===== src/rtl/conv_weight_ctrl.sv =====
// Convolution weight-path sequencer: drives the conv state bus and walks the
// weight ROM through every kernel set (KK weights, then one bias word each).
module conv_weight_ctrl #(
    parameter int KERNEL_SIZE      = 3,
    parameter int TOTAL_WEIGHT     = 4,
    parameter int WEIGHT_ROM_DEPTH = 64,
    parameter int PRELOAD_CYCLES   = 6,
    localparam int KK     = KERNEL_SIZE * KERNEL_SIZE,
    localparam int ADDR_W = (WEIGHT_ROM_DEPTH > 1) ? $clog2(WEIGHT_ROM_DEPTH) : 1,
    localparam int KIDX_W = (TOTAL_WEIGHT > 1) ? $clog2(TOTAL_WEIGHT) : 1
) (
    input  logic              clk,
    input  logic              rst,
    input  logic              i_start,
    input  logic              i_abort,
    input  logic              i_load_done,
    output logic [2:0]        o_state,
    output logic [ADDR_W-1:0] o_rom_addr,
    output logic [KIDX_W-1:0] o_kernel_idx,
    output logic              o_weight_valid,
    output logic              o_bias_valid,
    output logic              o_busy,
    output logic              o_done
);

    localparam int SHIFT_W = $clog2(KK) + 1;
    localparam int PRE_W   = $clog2(PRELOAD_CYCLES) + 1;

    localparam logic [ADDR_W-1:0]  SET_STRIDE = ADDR_W'(KK + 1);
    localparam logic [ADDR_W-1:0]  BIAS_OFS   = ADDR_W'(KK);
    localparam logic [SHIFT_W-1:0] SHIFT_LAST = SHIFT_W'(KK - 1);
    localparam logic [PRE_W-1:0]   PRE_LAST   = PRE_W'(PRELOAD_CYCLES - 1);
    localparam logic [KIDX_W-1:0]  KIDX_LAST  = KIDX_W'(TOTAL_WEIGHT - 1);

    typedef enum logic [2:0] {
        S_IDLE    = 3'd0,
        S_PRELOAD = 3'd1,
        S_LOAD    = 3'd2,
        S_SHIFT   = 3'd3,
        S_BIAS    = 3'd4,
        S_DONE    = 3'd5
    } state_t;

    state_t              r_state;
    logic [ADDR_W-1:0]   r_rom_addr;
    logic [KIDX_W-1:0]   r_kernel_idx;
    logic [PRE_W-1:0]    r_pre_cnt;
    logic [SHIFT_W-1:0]  r_shift_cnt;
    logic                r_weight_valid;
    logic                r_bias_valid;
    logic                r_busy;
    logic                r_done;

    state_t              w_next_state;
    logic [ADDR_W-1:0]   w_next_addr;
    logic [KIDX_W-1:0]   w_next_kidx;
    logic [PRE_W-1:0]    w_next_pre;
    logic [SHIFT_W-1:0]  w_next_shift;
    logic [ADDR_W-1:0]   w_base;

    // Base address of the current kernel set; sets are packed KK+1 words apart.
    assign w_base = ADDR_W'(r_kernel_idx) * SET_STRIDE;

    // Next-state, next-address and counter logic; abort overrides everything.
    always_comb begin
        w_next_state = r_state;
        w_next_addr  = r_rom_addr;
        w_next_kidx  = r_kernel_idx;
        w_next_pre   = r_pre_cnt;
        w_next_shift = r_shift_cnt;
        if (i_abort) begin
            w_next_state = S_IDLE;
            w_next_addr  = '0;
            w_next_kidx  = '0;
            w_next_pre   = '0;
            w_next_shift = '0;
        end else begin
            case (r_state)
                S_IDLE: begin
                    if (i_start) begin
                        w_next_state = S_PRELOAD;
                        w_next_addr  = '0;
                        w_next_kidx  = '0;
                        w_next_pre   = '0;
                    end else begin
                        w_next_state = S_IDLE;
                    end
                end
                S_PRELOAD: begin
                    w_next_addr = '0;
                    if (r_pre_cnt == PRE_LAST) begin
                        w_next_state = S_LOAD;
                        w_next_addr  = w_base;
                        w_next_pre   = '0;
                    end else begin
                        w_next_pre = r_pre_cnt + PRE_W'(1);
                    end
                end
                S_LOAD: begin
                    w_next_addr = w_base;
                    if (i_load_done) begin
                        w_next_state = S_SHIFT;
                        w_next_shift = '0;
                    end else begin
                        w_next_state = S_LOAD;
                    end
                end
                S_SHIFT: begin
                    // The address for the next cycle is base + (j+1); after the last weight that is the bias word.
                    w_next_addr = w_base + ADDR_W'(r_shift_cnt) + ADDR_W'(1);
                    if (r_shift_cnt == SHIFT_LAST) begin
                        w_next_state = S_BIAS;
                        w_next_addr  = w_base + BIAS_OFS;
                        w_next_shift = '0;
                    end else begin
                        w_next_shift = r_shift_cnt + SHIFT_W'(1);
                    end
                end
                S_BIAS: begin
                    if (r_kernel_idx < KIDX_LAST) begin
                        w_next_state = S_LOAD;
                        w_next_kidx  = r_kernel_idx + KIDX_W'(1);
                        w_next_addr  = w_base + SET_STRIDE;
                    end else begin
                        w_next_state = S_DONE;
                        w_next_addr  = '0;
                    end
                end
                S_DONE: begin
                    w_next_state = S_IDLE;
                    w_next_addr  = '0;
                    w_next_kidx  = '0;
                end
                default: begin
                    w_next_state = S_IDLE;
                    w_next_addr  = '0;
                    w_next_kidx  = '0;
                    w_next_pre   = '0;
                    w_next_shift = '0;
                end
            endcase
        end
    end

    // State, counters and all output flags; valid flags trail the state by one cycle.
    always_ff @(posedge clk) begin
        if (rst) begin
            r_state        <= S_IDLE;
            r_rom_addr     <= '0;
            r_kernel_idx   <= '0;
            r_pre_cnt      <= '0;
            r_shift_cnt    <= '0;
            r_weight_valid <= 1'b0;
            r_bias_valid   <= 1'b0;
            r_busy         <= 1'b0;
            r_done         <= 1'b0;
        end else begin
            r_state        <= w_next_state;
            r_rom_addr     <= w_next_addr;
            r_kernel_idx   <= w_next_kidx;
            r_pre_cnt      <= w_next_pre;
            r_shift_cnt    <= w_next_shift;
            r_weight_valid <= (r_state == S_SHIFT);
            r_bias_valid   <= (r_state == S_BIAS);
            r_busy         <= (w_next_state != S_IDLE);
            r_done         <= (w_next_state == S_DONE);
        end
    end

    assign o_state        = r_state;
    assign o_rom_addr     = r_rom_addr;
    assign o_kernel_idx   = r_kernel_idx;
    assign o_weight_valid = r_weight_valid;
    assign o_bias_valid   = r_bias_valid;
    assign o_busy         = r_busy;
    assign o_done         = r_done;

endmodule


===== config.mk =====
export PLATFORM = sky130hd
export DESIGN_NAME = conv_weight_ctrl
export DESIGN_NICKNAME = d
export VERILOG_FILES = /design/src/rtl/conv_weight_ctrl.sv
export SDC_FILE = /design/constraint.sdc
export NUM_CORES = 1
export LEC_CHECK = 0
export CORE_MARGIN = 4
export CORE_UTILIZATION = 50
export DETAILED_ROUTE_END_ITERATION = 7
export HOLD_SLACK_MARGIN = 0.05
export PLACE_DENSITY = 0.78
export SLEW_MARGIN = 20
export SYNTH_ARGS = -nofsm -noshare
export SYNTH_HDL_FRONTEND = slang
export SYNTH_SLANG_ARGS = --single-unit
export TNS_END_PERCENT = 5

===== constraint.sdc =====
create_clock -name clk -period 3.95 [get_ports clk]
set_clock_uncertainty 0.15 [all_clocks]
set_input_delay 0.79 -clock clk [delete_from_list [all_inputs] [get_ports clk]]
set_output_delay 0.79 -clock clk [all_outputs]
set_load 0.02 [all_outputs]

After elaboration in Yosys (flattened, before gate mapping)

Index checks and enable logic that the tools add are counted.

Bits of input ports: 5
Word-level logic and storage cells: 62
Flip-flop bits (word level): 24
Output and inout port bits: 15

Equal/unequal tests: 11
Order comparisons: 1
Multiply operators: 1
Reduce and logical (&&, ||, !) cells: 9
Muxes and demuxes: 21
Bitwise gates (word level): 3
Add/sub/neg operators: 7

Operators with widths:

| operator                                                            | count |
|---|---|
| 6-bit case mux with 5 select lines                                  | 1 |
| 6-bit 2-to-1 mux                                                    | 4 |
| 3-bit case mux with 5 select lines                                  | 1 |
| 5-bit case mux with 3 select lines                                  | 1 |
| 6-bit by 4-bit adder with 6-bit output (second input constant)      | 2 |
| 3-bit 2-to-1 mux                                                    | 4 |
| 4-bit case mux with 3 select lines                                  | 1 |
| 5-bit 2-to-1 mux                                                    | 2 |
| 3-bit == test (second input constant)                               | 3 |
| 4-bit 2-to-1 mux                                                    | 2 |
| 4-bit OR reduction                                                  | 2 |
| 6-bit by 1-bit adder with 6-bit output (second input constant)      | 1 |
| 6-bit by 5-bit adder with 6-bit output                              | 1 |
| 3-bit by 2-bit == test with 1-bit output (second input constant)    | 2 |
| 2-bit != test (second input constant)                               | 3 |
| 2-bit case mux with 3 select lines                                  | 1 |
| 5-bit by 1-bit adder with 5-bit output (second input constant)      | 1 |
| 5-bit by 4-bit == test with 1-bit output (second input constant)    | 1 |
| 2-bit by 3-bit multiplier with 5-bit output (second input constant) | 1 |
| 4-bit by 1-bit adder with 4-bit output (second input constant)      | 1 |
| 4-bit by 3-bit == test with 1-bit output (second input constant)    | 1 |
| 2-bit 2-to-1 mux                                                    | 2 |
| 2-bit AND reduction                                                 | 2 |
| 3-bit by 1-bit == test with 1-bit output (second input constant)    | 1 |
| 9 further kinds                                                     | 12 |

Depth between registers and ports, before layout

Depth after elaboration: 5
Gate-level depth with buffers: 8
Mapped depth without buffers: 7

Worst setup path before layout

No wires, ideal clock.

Path kind: reg2reg
Start: register r_kernel_idx[0], in the netlist o_kernel_idx[0]
End: register r_rom_addr[4], in the netlist o_rom_addr[4]
Setup slack: 2017 ps
Arrival: 1667 ps
Library setup time: 116 ps
Period minus slack after synthesis: 1933 ps
Cell stages (with the launch flop): 7
Buffers on the path: 0
Data required time: 3684 ps
Cells stage by stage: dfxtp_1 > fa_1 > a21o_1 > a21oi_1 > xor2_1 > o211ai_1 > and3_1

Cells in the longest elaborated chain, start to end: 5
Elaborated cells on any way between the ends: 10
Those cells by class: add/sub (4); mul (1); order compare (1); mux (4)

RTL lines:

| item                                        | line | source |
|---|---|---|
| from (decl)                                 | 46   | `logic [KIDX_W-1:0] r_kernel_idx;` |
| from (signal assigned)                      | 160  | `r_kernel_idx <= w_next_kidx;` |
| 2-bit by 3-bit multiplier with 5-bit output | 62   | `assign w_base = ADDR_W'(r_kernel_idx) * SET_STRIDE;` |
| 6-bit by 5-bit adder with 6-bit output      | 110  | `w_next_addr = w_base + ADDR_W'(r_shift_cnt) + ADDR_W'(1);` |
| 6-bit by 1-bit adder with 6-bit output      | 110  |  |
| 6-bit 2-to-1 mux                            | 111  | `if (r_shift_cnt == SHIFT_LAST) begin` |
| 6-bit case mux with 5 select lines (*)      | 78   | `case (r_state)` |
| to (signal assigned)                        | 159  | `r_rom_addr <= w_next_addr;` |
| to (decl)                                   | 45   | `logic [ADDR_W-1:0] r_rom_addr;` |

Mark *: on every way between the ends. The rest lies on a longest branch, timed or not.
A chain may end at the register's enable or synchronous reset.

Final worst setup path

Start: register r_state[1], in the netlist o_state[1]
End: output port o_state[1]

RTL lines:

| item                   | line | source |
|---|---|---|
| from (decl)            | 44   | `state_t r_state;` |
| from (signal assigned) | 158  | `r_state <= w_next_state;` |
| to (decl)              | 17   | `output logic [2:0] o_state,` |

No word-level cell between the ends.

==> summary.txt <==
Outcome
  • Outcome: finished clean

Setup path
  • CP Capture Type: output pin
  • Critical Path Sink: o_state[1]
  • Reg2Reg Depth: 6
  • Crit start category: flop
  • WP data required: between 3 and 4 ns
  • Worst-path fanout max: 13
  • Worst path slowest cell: clkdlybuf4s50_1
  • FF-to-FF setup slack: around 1.8 ns
  • R2R Path Start: o_kernel_idx[0]
  • Worst path depth: 1
  • CP arrival: roughly 1.7 ns
  • Setup crit start: o_state[1]
  • Cells along the critical path: clkdlybuf4s50_1
  • Top Family by Delay on Critical Path: buffers and inverters
  • Setup CP Type: reg2out
  • Worst R2R End: o_busy
  • CP bufs+invs: 1
  • CP peak stage delay: ~0.71 ns

Clock network
  • Setup Buffers After CTS: 0
  • CTS buffer count: 3
  • Root cell of the clock tree: clkbuf_4
  • Clk Latency, worst-skew pair: approximately 0.33 ns
  • Hold-fix buffers, CTS: 0
  • CTS tree: yes
  • Clock transition at path regs: around 0.15 ns
  • Post-cts gate resize count: 0
  • CTS Sinks: 24
  • CTS Buffer Depth: 2
  • H-tree depth: 1

Placement
  • Port Buffers: 19
  • Final GP Congestion: between 0.8 and 0.9
  • Post-DP HPWL: about 2400 um
  • Setup WS pre-CTS: around 1.5 ns

GRT
  • Grt total ovfl: 0
  • Aggregate global-route resource usage: 0.189
  • Largest net degree at the start of global routing: 17
  • First-pass GRT wire length: 5310 um
  • Vias in the first global route: about 1200
  • Initial antenna violation count: 0

Floorplanning
  • Initial core utilization: 0.527
  • DIE WIDTH: 61.9 um
  • Row cnt: 19
  • Total core area: around 2800 um^2
  • IO Count: 20
  • Die Y: 61.9 um
  • Full die area: ~3800 um^2

Run
  • Max Cap Viol: 0

Synthesis
  • Post-synth top area share: 0.330
  • Synth area leader: dfxtp_1
  • Register bit total from synthesis: 24
  • Unique masters post-synth: 45
  • Prevailing post-synth register cell: dfxtp_1
  • Synth async-reset ratio: 0
  • Syn Std Cell Area: 1450 um^2
  • Synthesized net count: ~180
  • Mapped Cells: 160
  • Post-synthesis area per instance: a little over 9 um^2
  • Seq/Total Area, Yosys: 0.330
  • Synth area leaders: dfxtp_1 (33%), ha_1 (8.6%), nor2_1 (5.7%), nand2_1 (4.6%), a21oi_1 (4.5%)
  • EDFF count, synth: 0
  • Yosys warns: 0

STA
  • Slew HR: 0.640
  • Worst-Margin Slew: 0.539 ns
  • Post-route setup slack: 1.28 ns
  • Post-route setup TNS: 0 ns
  • Final Critical Period: 2.67 ns
  • Hold Fails Final Rpt: 0
  • Fmax: about 0.37 GHz
  • RSZ-0062 raised after global routing: no
  • Final-report setup violation count: 0
  • Final period util: 0.676
  • Max Slew Vio Count: 0

Finish
  • Layout cells sized above 1: 0.107
  • Layout area overhead: 15.8%
  • Multi-input gate area: between 900 and 1000 um^2
  • Seq. cell area: 480 um^2
  • Diodes inserted: 0
  • Fill cell count: 240
  • Nets: between 150 and 200

Power
  • Pwr/cell area: ~270 nW/um^2
  • Max IR drop VDD: 0.260 mV
  • Final Total Pwr: 460 uW
  • Leakage: 0.000649 uW

Routing
  • Vias: 1237
  • Initial DRC Count: 33
  • Post-DRT Antenna Nets: 0
  • WL final: around 3200 um
  • Via density: roughly 5.9
  • DRT Pass-1 Iters: 4
  • Post-route DRC: 0
  • Routed length per instance: ~15 um

Hold path
  • Min-Delay Path Depth: 2
  • Worst min path class: reg2reg
  • Hold path start: o_rom_addr[0]
==> cell families (layout without fill, tap and decap cells) <==
logic type	count (synthesis)	after routing	share of synthesized area
AOI/OAI and AO/OA	39	39	0.185
xor gates and xnor gates	11	11	0.0663
adders and majority gates	11	11	0.0998
buffers and inverters	11	28	0.0482
DFF	24	24	0.330
muxes	2	2	0.0138
and+or+nand+nor	62	62	0.256
==> sequential cells by signal, indices dropped and copies added (netlist names) <==
| signal | cells |
|---|---|
| o_rom_addr | 6 |
| r_shift_cnt | 5 |
| r_pre_cnt | 4 |
| o_state | 3 |
| o_kernel_idx | 2 |
| o_bias_valid | 1 |
| o_busy | 1 |
| o_done | 1 |
| o_weight_valid | 1 |
==> synthesized netlist by cell type (2+ instances only) <==
cell and count:
a21o_1 2, a21oi_1 13, a22oi_1 2, a31oi_1 2, buf_4 3, dfxtp_1 24, ha_1 10, inv_1 5
mux2i_1 2, nand2_1 18, nand2b_4 2, nand3b_1 2, nand4_1 3, nor2_1 22, nor3_1 2, o211ai_1 4
o21ai_0 6, o21ai_2 2, xnor2_1 5, xor2_1 6
==> cells in the final DEF, fill, tap and decap left out, types with 2 or more instances in the layout <==
master,count
a21oi_1,13
o21ai_0,6
dfxtp_1,24
a22oi_1,2
nand4_1,3
o21ai_2,2
nor2_1,22
nand3b_1,2
xor2_1,6
a31oi_1,2
inv_1,5
a21o_1,2
mux2i_1,2
ha_1,10
xnor2_1,5
clkdlybuf4s50_1,19
o211ai_1,4
clkbuf_4,3
nor3_1,2
nand2b_4,2
nand2_1,18
==> power by group <==
| part | switching, uW | internal (uW) |
|---|---|---|
| registers | 2.76 | 244 |
| clock network | 81.4 | 103 |
| logic | 15.1 | 14.6 |
| total | 99.3 | 361 |
==> metal layers <==
layer  track usage  vias to the layer above  part of all wire
li1              -                      607                 -
met1         0.222                      590              0.42
met2         0.330                       32              0.53
met3        0.0331                        8             0.032
met4        0.0909                        0             0.021
met5             0                        -                 0
==> tightest hold or removal path, cell delays in order, from the launching register on <==
cell	delay, ns
dfxtp_1	0.34
nand2_1	0.05
a21oi_1	0.05
==> per-stage QoR <==
stage                     cell area [um^2]  cells  hold WS, ns   util
after detailed placement              1630    204        0.304  0.592
after CTS                             1680    208        0.323  0.611
final                                 1680    208        0.319  0.611
after global routing                  1680    208        0.339  0.611
after floorplan                       1450    160        0.320      -
after global placement                1630    204        0.300  0.592
==> worst min path at each step <==
stage,end,slack [ns]
2_1_floorplan,r_pre_cnt[3],0.32
3_3_place_gp,o_rom_addr[0],0.30
3_5_place_dp,o_rom_addr[0],0.30
4_1_cts,o_rom_addr[0],0.32
5_1_grt,o_rom_addr[0],0.34
6_report,o_rom_addr[0],0.32
==> cell type report <==
type	instances	share of cell area
Clock buffer	3	0.0134
Clock inverter	1	0.0178
Inverter	5	0.0111
Multi-Input combinational cell	125	0.536
Sequential cell	24	0.285
Tap cell	31	0.0230
Timing Repair Buffer	19	0.113
No activity file was read; power rests on OpenSTA's default activity.
==> RTL edit (config.mk and constraints unchanged) <==
Remove the register `r_busy`: a continuous assignment takes its place, so the output `o_busy` follows one clock earlier.
--- a/src/rtl/conv_weight_ctrl.sv
+++ b/src/rtl/conv_weight_ctrl.sv
@@ -153,5 +153,4 @@
             r_weight_valid <= 1'b0;
             r_bias_valid   <= 1'b0;
-            r_busy         <= 1'b0;
             r_done         <= 1'b0;
         end else begin
@@ -163,8 +162,9 @@
             r_weight_valid <= (r_state == S_SHIFT);
             r_bias_valid   <= (r_state == S_BIAS);
-            r_busy         <= (w_next_state != S_IDLE);
             r_done         <= (w_next_state == S_DONE);
         end
     end
+
+    assign r_busy = (w_next_state != S_IDLE);
 
     assign o_state        = r_state;
Behaviour: not the same (a bounded check fails within 4 cycles, from zero or initial values and one cycle with rst high).
==> RTL edit against the original RTL <==
  * Total power down 18%
  * Fmax decreased by 26%
  * Critical path depth rose by 5
  * Count of clock-buffer cells in the layout did not move
  * Critical endpoint is now o_busy
  * Routed wire length grew 8.9%
  * Clock power decreased by 39%
  * Setup slack worse by 0.95 ns
  * Final area grew 1.9%
  * Synthesized area rose by 3.1%
  * Sequential cell count is 1 lower
  * Sequential share of layout area is 1.7 points lower
==> RTL edit: results (changes against the original RTL) <==
| Metric | Value |
|---|---|
| Nets@finish | 206 (+6.2%) |
| Sequential fraction of the synthesis area | 30.7% (-2.3 points) |
| Met1 WL | 1640 µm (+24%) |
| First-pass GRT wire length | 5870 µm (+11%) |
| GP Congestion | 0.892 (+11%) |
| Fraction of layout cells with a size suffix above 1 | 8.47% (-2.3 points) |
| Synth cell types | 54 (+20%) |
| Mean post-synth cell area | 8.71 µm² (-4.1%) |
| Syn_nets | 188 (+6.8%) |
| VDD IR max | 0.000200 V (-23%) |
| Status | complete, no violations |
| HPWL after DPL | 2550 µm (+5.1%) |
| Routed WL | 3440 µm (+8.9%) |
| Placed inst area | 0.00169 mm² (+3.5%) |
| Worst-path clk slew | 0.13 ns (-0.02 ns) |
| Worst-Margin Slew | 0.671 ns (+0.132 ns) |
| Clk_lat worst skew | 0.32 ns |
| Post-synth top cells | 24 x nor2_1, 23 x dfxtp_1, 15 x a21oi_1, 10 x ha_1, 7 x nand2_1 |
| DRT Pass-1 Iters | 5 (+1) |
| Switch Pwr | 0.0934 mW (-5.9%) |
| Wire per inst | 15.6 µm (+3.0%) |
| Largest net degree at the start of global routing | 19 (+2) |
| Critical path arrival | 2.68 ns (+0.95 ns) |
| DRT iter0 DRCs | 61 (+85%) |
| Pleak | 0.621 nW (-4.3%) |
| Met3 WL post-DR | 131 µm (+31%) |
| Synth async-reset ratio | 0% (unchanged) |
| Worst-path fanout max | 7 (-6) |
| Vias/cell | 6.09 (+2.3%) |
| Area contributors post-synth | dfxtp_1 31%, ha_1 8.3%, nor2_1 6.0% |
| WL met2 | 1610 µm (-3.9%) |
| Placed cell count | 216 (+5.9%) |
| Gr usage total | 18.0% (-0.83 points) |
| Vias in the first global route | 1298 (+10%) |
-- RTL edit: cell types whose count changed after synthesis, moves of 3 or more --
cell      unedited run  this run
buf_4                3         0
xnor2_1              5         2
o21ai_1              0         4
nand2_1             18         7
a211oi_1             1         4
o211ai_1             4         0
nor3b_1              1         5
clkbuf_1             0         3
-- RTL edit: per-stage QoR --
step                hold slack (ns)  worst slack [ns]
floorplan                     0.313              1.18
global placement              0.320             0.417
detailed placement            0.321             0.367
CTS                           0.357             0.349
global route                  0.387             0.171
finish                        0.356             0.326
-- RTL edit: final timing paths --
check | startpoint | endpoint | slack, ns | cells after the start
setup / recovery | i_start | o_busy | 0.33 | 6
hold reg to reg | r_pre_cnt[3] | r_pre_cnt[3] | 0.36 | 2
setup reg to reg | o_kernel_idx[0] | o_rom_addr[3] | 1.83 | 5
hold / removal | r_pre_cnt[3] | r_pre_cnt[3] | 0.36 | 2
-- RTL edit: metal layers --
| layer | GRT usage, % | vias to the layer above |
|---|---|---|
| met5 | 0 | - |
| met4 | 6.89 | 0 |
| met3 | 2.52 | 9 |
| met2 | 29.7 | 43 |
| met1 | 23.8 | 618 |
| li1 | - | 669 |
-- RTL edit: area by class of cell --
class,instances,area [µm²]
Sequential cell,23,460
Tap cell,31,38.8
Fill cell,256,1090
Multi-Input combinational cell,136,965
Clock buffer,3,22.5
Clock inverter,1,5.00
Inverter,5,18.8
Timing Repair Buffer,21,205
-- RTL edit: cell families after synthesis --
family,synth area share (%)
simple gates,26.0
mux,2.67
compound gates,22.5
buf+inv,4.92
flops,30.7
fa+ha+maj,9.68
xor+xnor,3.51
-- RTL edit: power groups by stage --
stage / Combinational (mW) / Sequential (mW) / Clock [mW]
after floorplan: 0.0164 / 0.241 / 0
after global placement: 0.0261 / 0.242 / 0
after detailed placement: 0.0266 / 0.242 / 0
after CTS: 0.0268 / 0.237 / 0.115
after global routing: 0.0301 / 0.237 / 0.125
final: 0.0271 / 0.237 / 0.112
-- RTL edit: critical path, cell delays in order --
cell             delay, ns
clkdlybuf4s50_1       0.54
mux2i_1               0.18
o21ai_1               0.08
a211oi_1              0.41
a21oi_1               0.12
clkdlybuf4s50_1       0.56
